File: config.mk
export PLATFORM = sky130hd
export DESIGN_NAME = seq_div
export DESIGN_NICKNAME = d
export VERILOG_FILES = /design/src/rtl/seq_div_pkg.sv /design/src/rtl/seq_div_step.sv /design/src/rtl/seq_div.sv
export SDC_FILE = /design/constraint.sdc
export NUM_CORES = 1
export LEC_CHECK = 0
export ABC_AREA = 0
export CORE_ASPECT_RATIO = 2
export CORE_MARGIN = 3
export CORE_UTILIZATION = 54
export DETAILED_ROUTE_END_ITERATION = 16
export PLACE_DENSITY = 0.89
export RECOVER_POWER = 25
export REMOVE_ABC_BUFFERS = 1
export SLEW_MARGIN = 20
export SYNTH_ARGS = -nofsm -noshare
export SYNTH_HDL_FRONTEND = slang
export SYNTH_SLANG_ARGS = --single-unit
File: constraint.sdc
create_clock -name clk -period 2.94 [get_ports clk]
set_input_delay 0.735 -clock clk [delete_from_list [all_inputs] [get_ports clk]]
set_output_delay 0.735 -clock clk [all_outputs]
set_load 0.005 [all_outputs]
File: src/rtl/seq_div_pkg.sv
// Shared definitions for the sequential restoring divider.
package seq_div_pkg;

    typedef enum logic [1:0] {
        IDLE = 2'd0,
        BUSY = 2'd1,
        DONE = 2'd2
    } state_e;

endpackage

File: src/rtl/seq_div_step.sv
// One restoring-division step: compare the shifted partial remainder with the
// divisor, subtract when it fits, and report the resulting quotient bit.
module div_step #(
    parameter int unsigned WIDTH = 8
) (
    input  logic [WIDTH:0]   rem_in,
    input  logic [WIDTH-1:0] divisor,
    output logic [WIDTH-1:0] rem_out,
    output logic             q_bit
);

    always_comb begin
        q_bit = (rem_in >= {1'b0, divisor});
        // Any difference is below the divisor, so WIDTH bits always hold it exactly.
        rem_out = q_bit ? (rem_in[WIDTH-1:0] - divisor) : rem_in[WIDTH-1:0];
    end

endmodule

File: src/rtl/seq_div.sv
// Sequential unsigned divider: restoring algorithm, one quotient bit per clock,
// with a one-cycle done pulse and a divide-by-zero shortcut.
module seq_div
    import seq_div_pkg::*;
#(
    parameter int unsigned WIDTH = 8
) (
    input  logic             clk,
    input  logic             rst_b,
    input  logic             start,
    input  logic [WIDTH-1:0] dividend,
    input  logic [WIDTH-1:0] divisor,
    output logic             busy,
    output logic             done,
    output logic [WIDTH-1:0] quotient,
    output logic [WIDTH-1:0] remainder,
    output logic             div_by_zero
);

    localparam int unsigned      CNT_W     = $clog2(WIDTH + 1);
    localparam logic [CNT_W-1:0] LAST_ITER = CNT_W'(WIDTH - 1);

    state_e             state_q, state_d;
    logic [WIDTH:0]     rem_q, rem_d;
    logic [WIDTH-1:0]   dvd_q, dvd_d;
    logic [WIDTH-1:0]   dvs_q, dvs_d;
    logic [CNT_W-1:0]   cnt_q, cnt_d;
    logic [WIDTH-1:0]   quo_q, quo_d;
    logic [WIDTH-1:0]   res_rem_q, res_rem_d;
    logic               dbz_q, dbz_d;
    logic [WIDTH-1:0]   step_rem;
    logic               step_q;

    // rem_q holds the already-shifted partial remainder about to be compared;
    // dvd_q shifts out unused dividend bits at the top and collects quotient bits at the bottom.
    div_step #(.WIDTH(WIDTH)) u_step (
        .rem_in  (rem_q),
        .divisor (dvs_q),
        .rem_out (step_rem),
        .q_bit   (step_q)
    );

    always_comb begin
        state_d   = state_q;
        rem_d     = rem_q;
        dvd_d     = dvd_q;
        dvs_d     = dvs_q;
        cnt_d     = cnt_q;
        quo_d     = quo_q;
        res_rem_d = res_rem_q;
        dbz_d     = dbz_q;

        case (state_q)
            IDLE, DONE: begin
                state_d = IDLE;
                if (start) begin
                    state_d = BUSY;
                    rem_d   = {{WIDTH{1'b0}}, dividend[WIDTH-1]};
                    dvd_d   = {dividend[WIDTH-2:0], 1'b0};
                    dvs_d   = divisor;
                    cnt_d   = '0;
                end
            end
            BUSY: begin
                if (dvs_q == '0) begin
                    // First BUSY cycle: the untouched dividend is split across rem_q[0] and dvd_q.
                    quo_d     = '1;
                    res_rem_d = {rem_q[0], dvd_q[WIDTH-1:1]};
                    dbz_d     = 1'b1;
                    state_d   = DONE;
                end else begin
                    rem_d = {step_rem, dvd_q[WIDTH-1]};
                    dvd_d = {dvd_q[WIDTH-2:0], step_q};
                    cnt_d = cnt_q + CNT_W'(1);
                    if (cnt_q == LAST_ITER) begin
                        quo_d     = {dvd_q[WIDTH-2:0], step_q};
                        res_rem_d = step_rem;
                        dbz_d     = 1'b0;
                        state_d   = DONE;
                    end
                end
            end
            default: state_d = IDLE;
        endcase
    end

    always_ff @(posedge clk or negedge rst_b) begin
        if (!rst_b) begin
            state_q   <= IDLE;
            rem_q     <= '0;
            dvd_q     <= '0;
            dvs_q     <= '0;
            cnt_q     <= '0;
            quo_q     <= '0;
            res_rem_q <= '0;
            dbz_q     <= 1'b0;
        end else begin
            state_q   <= state_d;
            rem_q     <= rem_d;
            dvd_q     <= dvd_d;
            dvs_q     <= dvs_d;
            cnt_q     <= cnt_d;
            quo_q     <= quo_d;
            res_rem_q <= res_rem_d;
            dbz_q     <= dbz_d;
        end
    end

    assign busy        = (state_q == BUSY);
    assign done        = (state_q == DONE);
    assign quotient    = quo_q;
    assign remainder   = res_rem_q;
    assign div_by_zero = dbz_q;

endmodule

# Word level (Yosys, flattened, before mapping)

Index checks and enable logic that the tools add are counted.

Register bits after elaboration: 48
Bits of input ports: 19
Output and inout bits: 19
Logic and storage cells: 45

Add/subtract/negate cells: 2
Magnitude comparators: 1
Equal/unequal tests: 6
Multiplexer cells: 20
Reductions and logical operators: 8

Operator list:

| cell                  | count |
|---|---|
| $mux W8               | 7 |
| $mux W9               | 2 |
| $pmux W9 S2           | 1 |
| $pmux W8 S2           | 1 |
| $ge A9 B8 Y1          | 1 |
| $logic_not A8 Y1      | 1 |
| $mux W4               | 2 |
| $pmux W4 S2           | 1 |
| $sub A8 B8 Y8         | 1 |
| $add A4 B1 Y4 const B | 1 |
| $eq A4 B3 Y1 const B  | 1 |
| $mux W2               | 2 |
| $ne A2 B2 Y1 const B  | 2 |
| $pmux W2 S2           | 1 |
| $reduce_and A2 Y1     | 2 |
| $reduce_bool A2 Y1    | 2 |
| $mux W1               | 3 |
| $ne A3 B1 Y1 const B  | 1 |
| $reduce_and A3 Y1     | 1 |
| $eq A2 B1 Y1 const B  | 1 |
| $eq A2 B2 Y1 const B  | 1 |
| $logic_not A2 Y1      | 1 |
| $reduce_or A2 Y1      | 1 |

# Depth between registers and ports, before layout

Depth after elaboration: 4
Depth in mapped cells: 10
Gate-level depth less buffers: 10

# By module

From an unflattened synthesis, not the netlist that was laid out.

Cell total of the unflattened synthesis: 247
Area total of the unflattened synthesis: 2643.8 µm²

By module, submodules not included:

| module   | instances | cells each | area each (µm²) | seq. area each (µm²) |
|---|---|---|---|---|
| seq_div  | 1         | 181        | 2104.5          | 1201.2 |
| div_step | 1         | 66         | 539.3           | 0.0 |

# Worst setup path after synthesis

No wires, ideal clock.

Kind: register -> register
Start: reg rem_q[2]
End: reg res_rem_q[0], in the netlist remainder[0]
Setup time: 73 ps
Data arrival time: 1971 ps
Required time: 2867 ps
Path slack: 896 ps
Stages on the path, launching flop included: 9
Buffers on the path: 1
Clock period less this slack: 2044 ps
Cell sequence: dfrtp_1 ha_1 or2_2 o311ai_1 a21oi_1 o32ai_1 buf_6 mux2_4 a21oi_2

Word-level cells in the longest chain between the ends: 4

Ends and longest elaborated chain:

| element                | line               | RTL |
|---|---|---|
| start, declared        | seq_div.sv:24      | `logic [WIDTH:0] rem_q, rem_d;` |
| start signal, assigned | seq_div.sv:99      | `rem_q <= rem_d;` |
| $ge A9 B8 Y1           | seq_div_step.sv:13 | `q_bit = (rem_in >= {1'b0, divisor});` |
| $mux W8                | seq_div_step.sv:15 | `rem_out = q_bit ? (rem_in[WIDTH-1:0] - divisor) : rem_in[WIDTH-1:0];` |
| $mux W8                | seq_div.sv:75      | `if (cnt_q == LAST_ITER) begin` |
| $mux W8                | seq_div.sv:65      | `if (dvs_q == '0) begin` |
| end signal, assigned   | seq_div.sv:104     | `res_rem_q <= res_rem_d;` |
| end, declared          | seq_div.sv:29      | `logic [WIDTH-1:0] res_rem_q, res_rem_d;` |

No other way between the ends. The select of a mux whose other input is x is not followed.
A chain may end at the register's enable or synchronous reset.

# Final worst setup path

Start: reg rem_q[1]
End: reg res_rem_q[0], in the netlist remainder[0]

The elaborated chain is that of the path after synthesis.

==> results by group <==
Layout
  – Nets: about 340
  – Layout filler cell count: approximately 340
  – Register area: 1200 µm²
  – Share of cells above drive strength 1: under 10%
  – N_diodes: 0
  – Multi-input gate area: 1190 µm²
  – Synth-to-Final Area Change: 20.0%

Clock tree
  – Clock Sinks: 48
  – Root Buffer: clkbuf_8
  – Worst-Skew Late Latency: 0.30 ns
  – Maximum clock insertion buffer count: 2
  – CTS tree: built
  – CTS Buf Count: 5
  – H-tree levels: 2
  – Clock transition at path regs: roughly 0.09 ns
  – Cts hold-fix bufs: 0
  – # resized after CTS: 0
  – Number of setup buffers added after CTS: 0

Setup path
  – Crit start category: register
  – Data arrival, critical path: around 2.8 ns
  – Critical path peak fanout: 10
  – Critical path required time: around 3.2 ns
  – CP endpoint kind: register
  – Critical path class: reg2reg

Drt
  – DR WL/cell: ~16 µm
  – Routed via count: 2161
  – Routed Antenna Nets: 0
  – # DRC: 0
  – WL final: roughly 5900 µm
  – Vias per cell: 5.92
  – Total iterations of the first detailed-routing run: 4
  – Violation count after the first detailed-route iteration: 51

Floorplan
  – Core area: around 4400 µm²
  – Row cnt: 34
  – Die Footprint: approximately 5600 µm²
  – Initial Utilization: between 50% and 60%
  – I/O pin count: 38
  – X dimension of the die: between 50 and 60 µm
  – Die H: slightly above 100 µm

Global routing
  – First-pass GRT wire length: between 9000 and 10000 µm
  – GRT overflow: 0
  – Antenna violations before repair: 0
  – Global-route usage over all layers: 24.4%
  – Vias in the first global route: 2189
  – Pin count of the biggest net entering global routing: 27

STA
  – Final setup TNS: 0 ns
  – FMAX: around 400 MHz
  – Max-slew violation count: 0
  – Worst-Margin Slew: between 1 and 1.5 ns
  – Minimum clock period: around 2.5 ns
  – Tcrit/Tclk final: 86.0%
  – Hold Vio Cnt, Final: 0
  – RSZ-0062 raised after global routing: false
  – Slew headroom: 18.6%
  – Final setup fails: 0
  – Skew final: ~0.006 ns
  – Final setup margin: between 0.4 and 0.5 ns

Synth
  – Syn Area/Cell: 9.27 µm²
  – Number of synthesized register bits: 48
  – Post-synth top area cell: dfrtp_1
  – Gate count of the mapped netlist: ~270
  – Synthesized cell area: between 2000 and 3000 µm²
  – Yosys top cell area share: a little under half
  – Number of flops mapped to enable cells by yosys: 0
  – Top cells by area, synth: dfrtp_1 48%, nand2_1 6.7%, ha_1 4.5%
  – Asr flop ratio synth: 100%
  – Synth Flop Type: dfrtp_1
  – Number of distinct library cells after synthesis: 42
  – Synth warn: 0
  – Seq/Total Area, Yosys: around 48%

Power
  – Max VDD drop: approximately 0.00094 V
  – LEAKAGE: about 0.0014 µW
  – Power per Cell Area: about 1300 nW/µm²

Worst hold path
  – Tightest Hold Check Type: reg2reg

Place
  – Worst slack at placement: approximately 0.48 ns
  – I/O Buffers: 37
  – Final GP Congestion: between 0.9 and 1
  – Half-perimeter wire length after placement: approximately 4400 µm

Flow run
  – Max Cap Violations: 0

Status
  – Outcome: finished clean
## cells in the final DEF (no fill, tap or decap), types with 7 or more instances in the layout
cell / count
a21oi_1: 19
a31oi_1: 10
clkdlybuf4s50_1: 36
dfrtp_1: 48
ha_1: 9
inv_1: 13
mux2i_1: 7
nand2_1: 45
nand3_1: 20
nor2_1: 20
o21ai_0: 18
o22ai_1: 8
## critical path, cell delays in order, from the launching register on
cell and delay, ns:
dfrtp_1 0.43, ha_1 0.33, nor2b_1 0.17, o311ai_1 0.29
a21oi_1 0.16, o32ai_2 0.57, mux2_4 0.37, a21oi_2 0.14
## cells by family after synthesis
kind of cell,Yosys count,synth area share (%)
multiplexers,8,3.39
AND/OR/NAND/NOR,102,18.9
XOR/XNOR,6,2.09
buffers and inverters,25,5.03
adder cells (fa/ha/maj),10,5.28
AO/OA/AOI/OAI,72,17.5
flip-flops,48,47.8
## where the power goes
part / total (µW) / internal [µW] / leakage (µW) / switching, µW
logic: 2340 / 1040 / 0.000723 / 1290
clock network: 402 / 192 / 0.0000455 / 210
registers: 1230 / 985 / 0.000592 / 248
## Yosys cell counts (2+ instances only)
cell type / instances
clkbuf_1: 5
nor3_1: 3
or4_4: 2
ha_1: 9
o22ai_1: 8
nand3_1: 20
inv_1: 13
o21ai_1: 4
a21oi_1: 19
nand2b_1: 2
buf_4: 2
buf_6: 3
xor2_1: 4
o21ai_0: 18
buf_2: 2
o21bai_1: 2
dfrtp_1: 48
a31oi_1: 10
mux2i_1: 7
o21ai_4: 2
xnor2_1: 2
nor2_1: 20
nand2_1: 45
nor2b_1: 3
## per-stage QoR
stage | instance area [µm²] | std cells | hold WS [ns] | total power (µW) | util, %
after floorplan | 2430 | 259 | 0.439 | 2800 | -
after global placement | 2930 | 357 | 0.462 | 3430 | 66.2
after detailed placement | 2930 | 357 | 0.477 | 3560 | 66.2
after CTS | 3020 | 365 | 0.407 | 3970 | 68.2
after global routing | 3010 | 365 | 0.527 | 4310 | 68.1
final | 3010 | 365 | 0.490 | 3970 | 68.1
## sequential cells by signal (all words and copies together), names as in the netlist
register / flops
rem_q: 9
dvd_q: 8
cnt_q: 4
quotient: 8
div_by_zero: 1
remainder: 8
state_q: 2
dvs_q: 8
## layer usage
layer	share of wire, %	GRT usage (%)	vias up
met3	3.8	2.63	16
li1	-	-	1025
met5	0	0	-
met2	58	44.3	66
met4	2.7	11.7	0
met1	36	26.7	1054
## layout make-up
type                       instances  share of cell area (%)
sequential                        48                    39.9
multi-input combinational        198                    39.6
timing repair buffer              44                    13.7
clock buffer                       8                    2.99
tap                               54                    2.24
inverter                          13                    1.62
## final timing paths
check | start | to | slack, ns | cells past startpoint
min in group asynchronous | rst_b | quotient[1] | 0.67 | 1
hold / removal | div_by_zero | div_by_zero | 0.49 | 2
max in group asynchronous | rst_b | remainder[4] | 1.03 | 2
setup / recovery | rem_q[1] | remainder[0] | 0.41 | 7
hold reg to reg | div_by_zero | div_by_zero | 0.49 | 2
setup reg to reg | rem_q[1] | remainder[0] | 0.41 | 7
(Power assumes the default switching activity.)
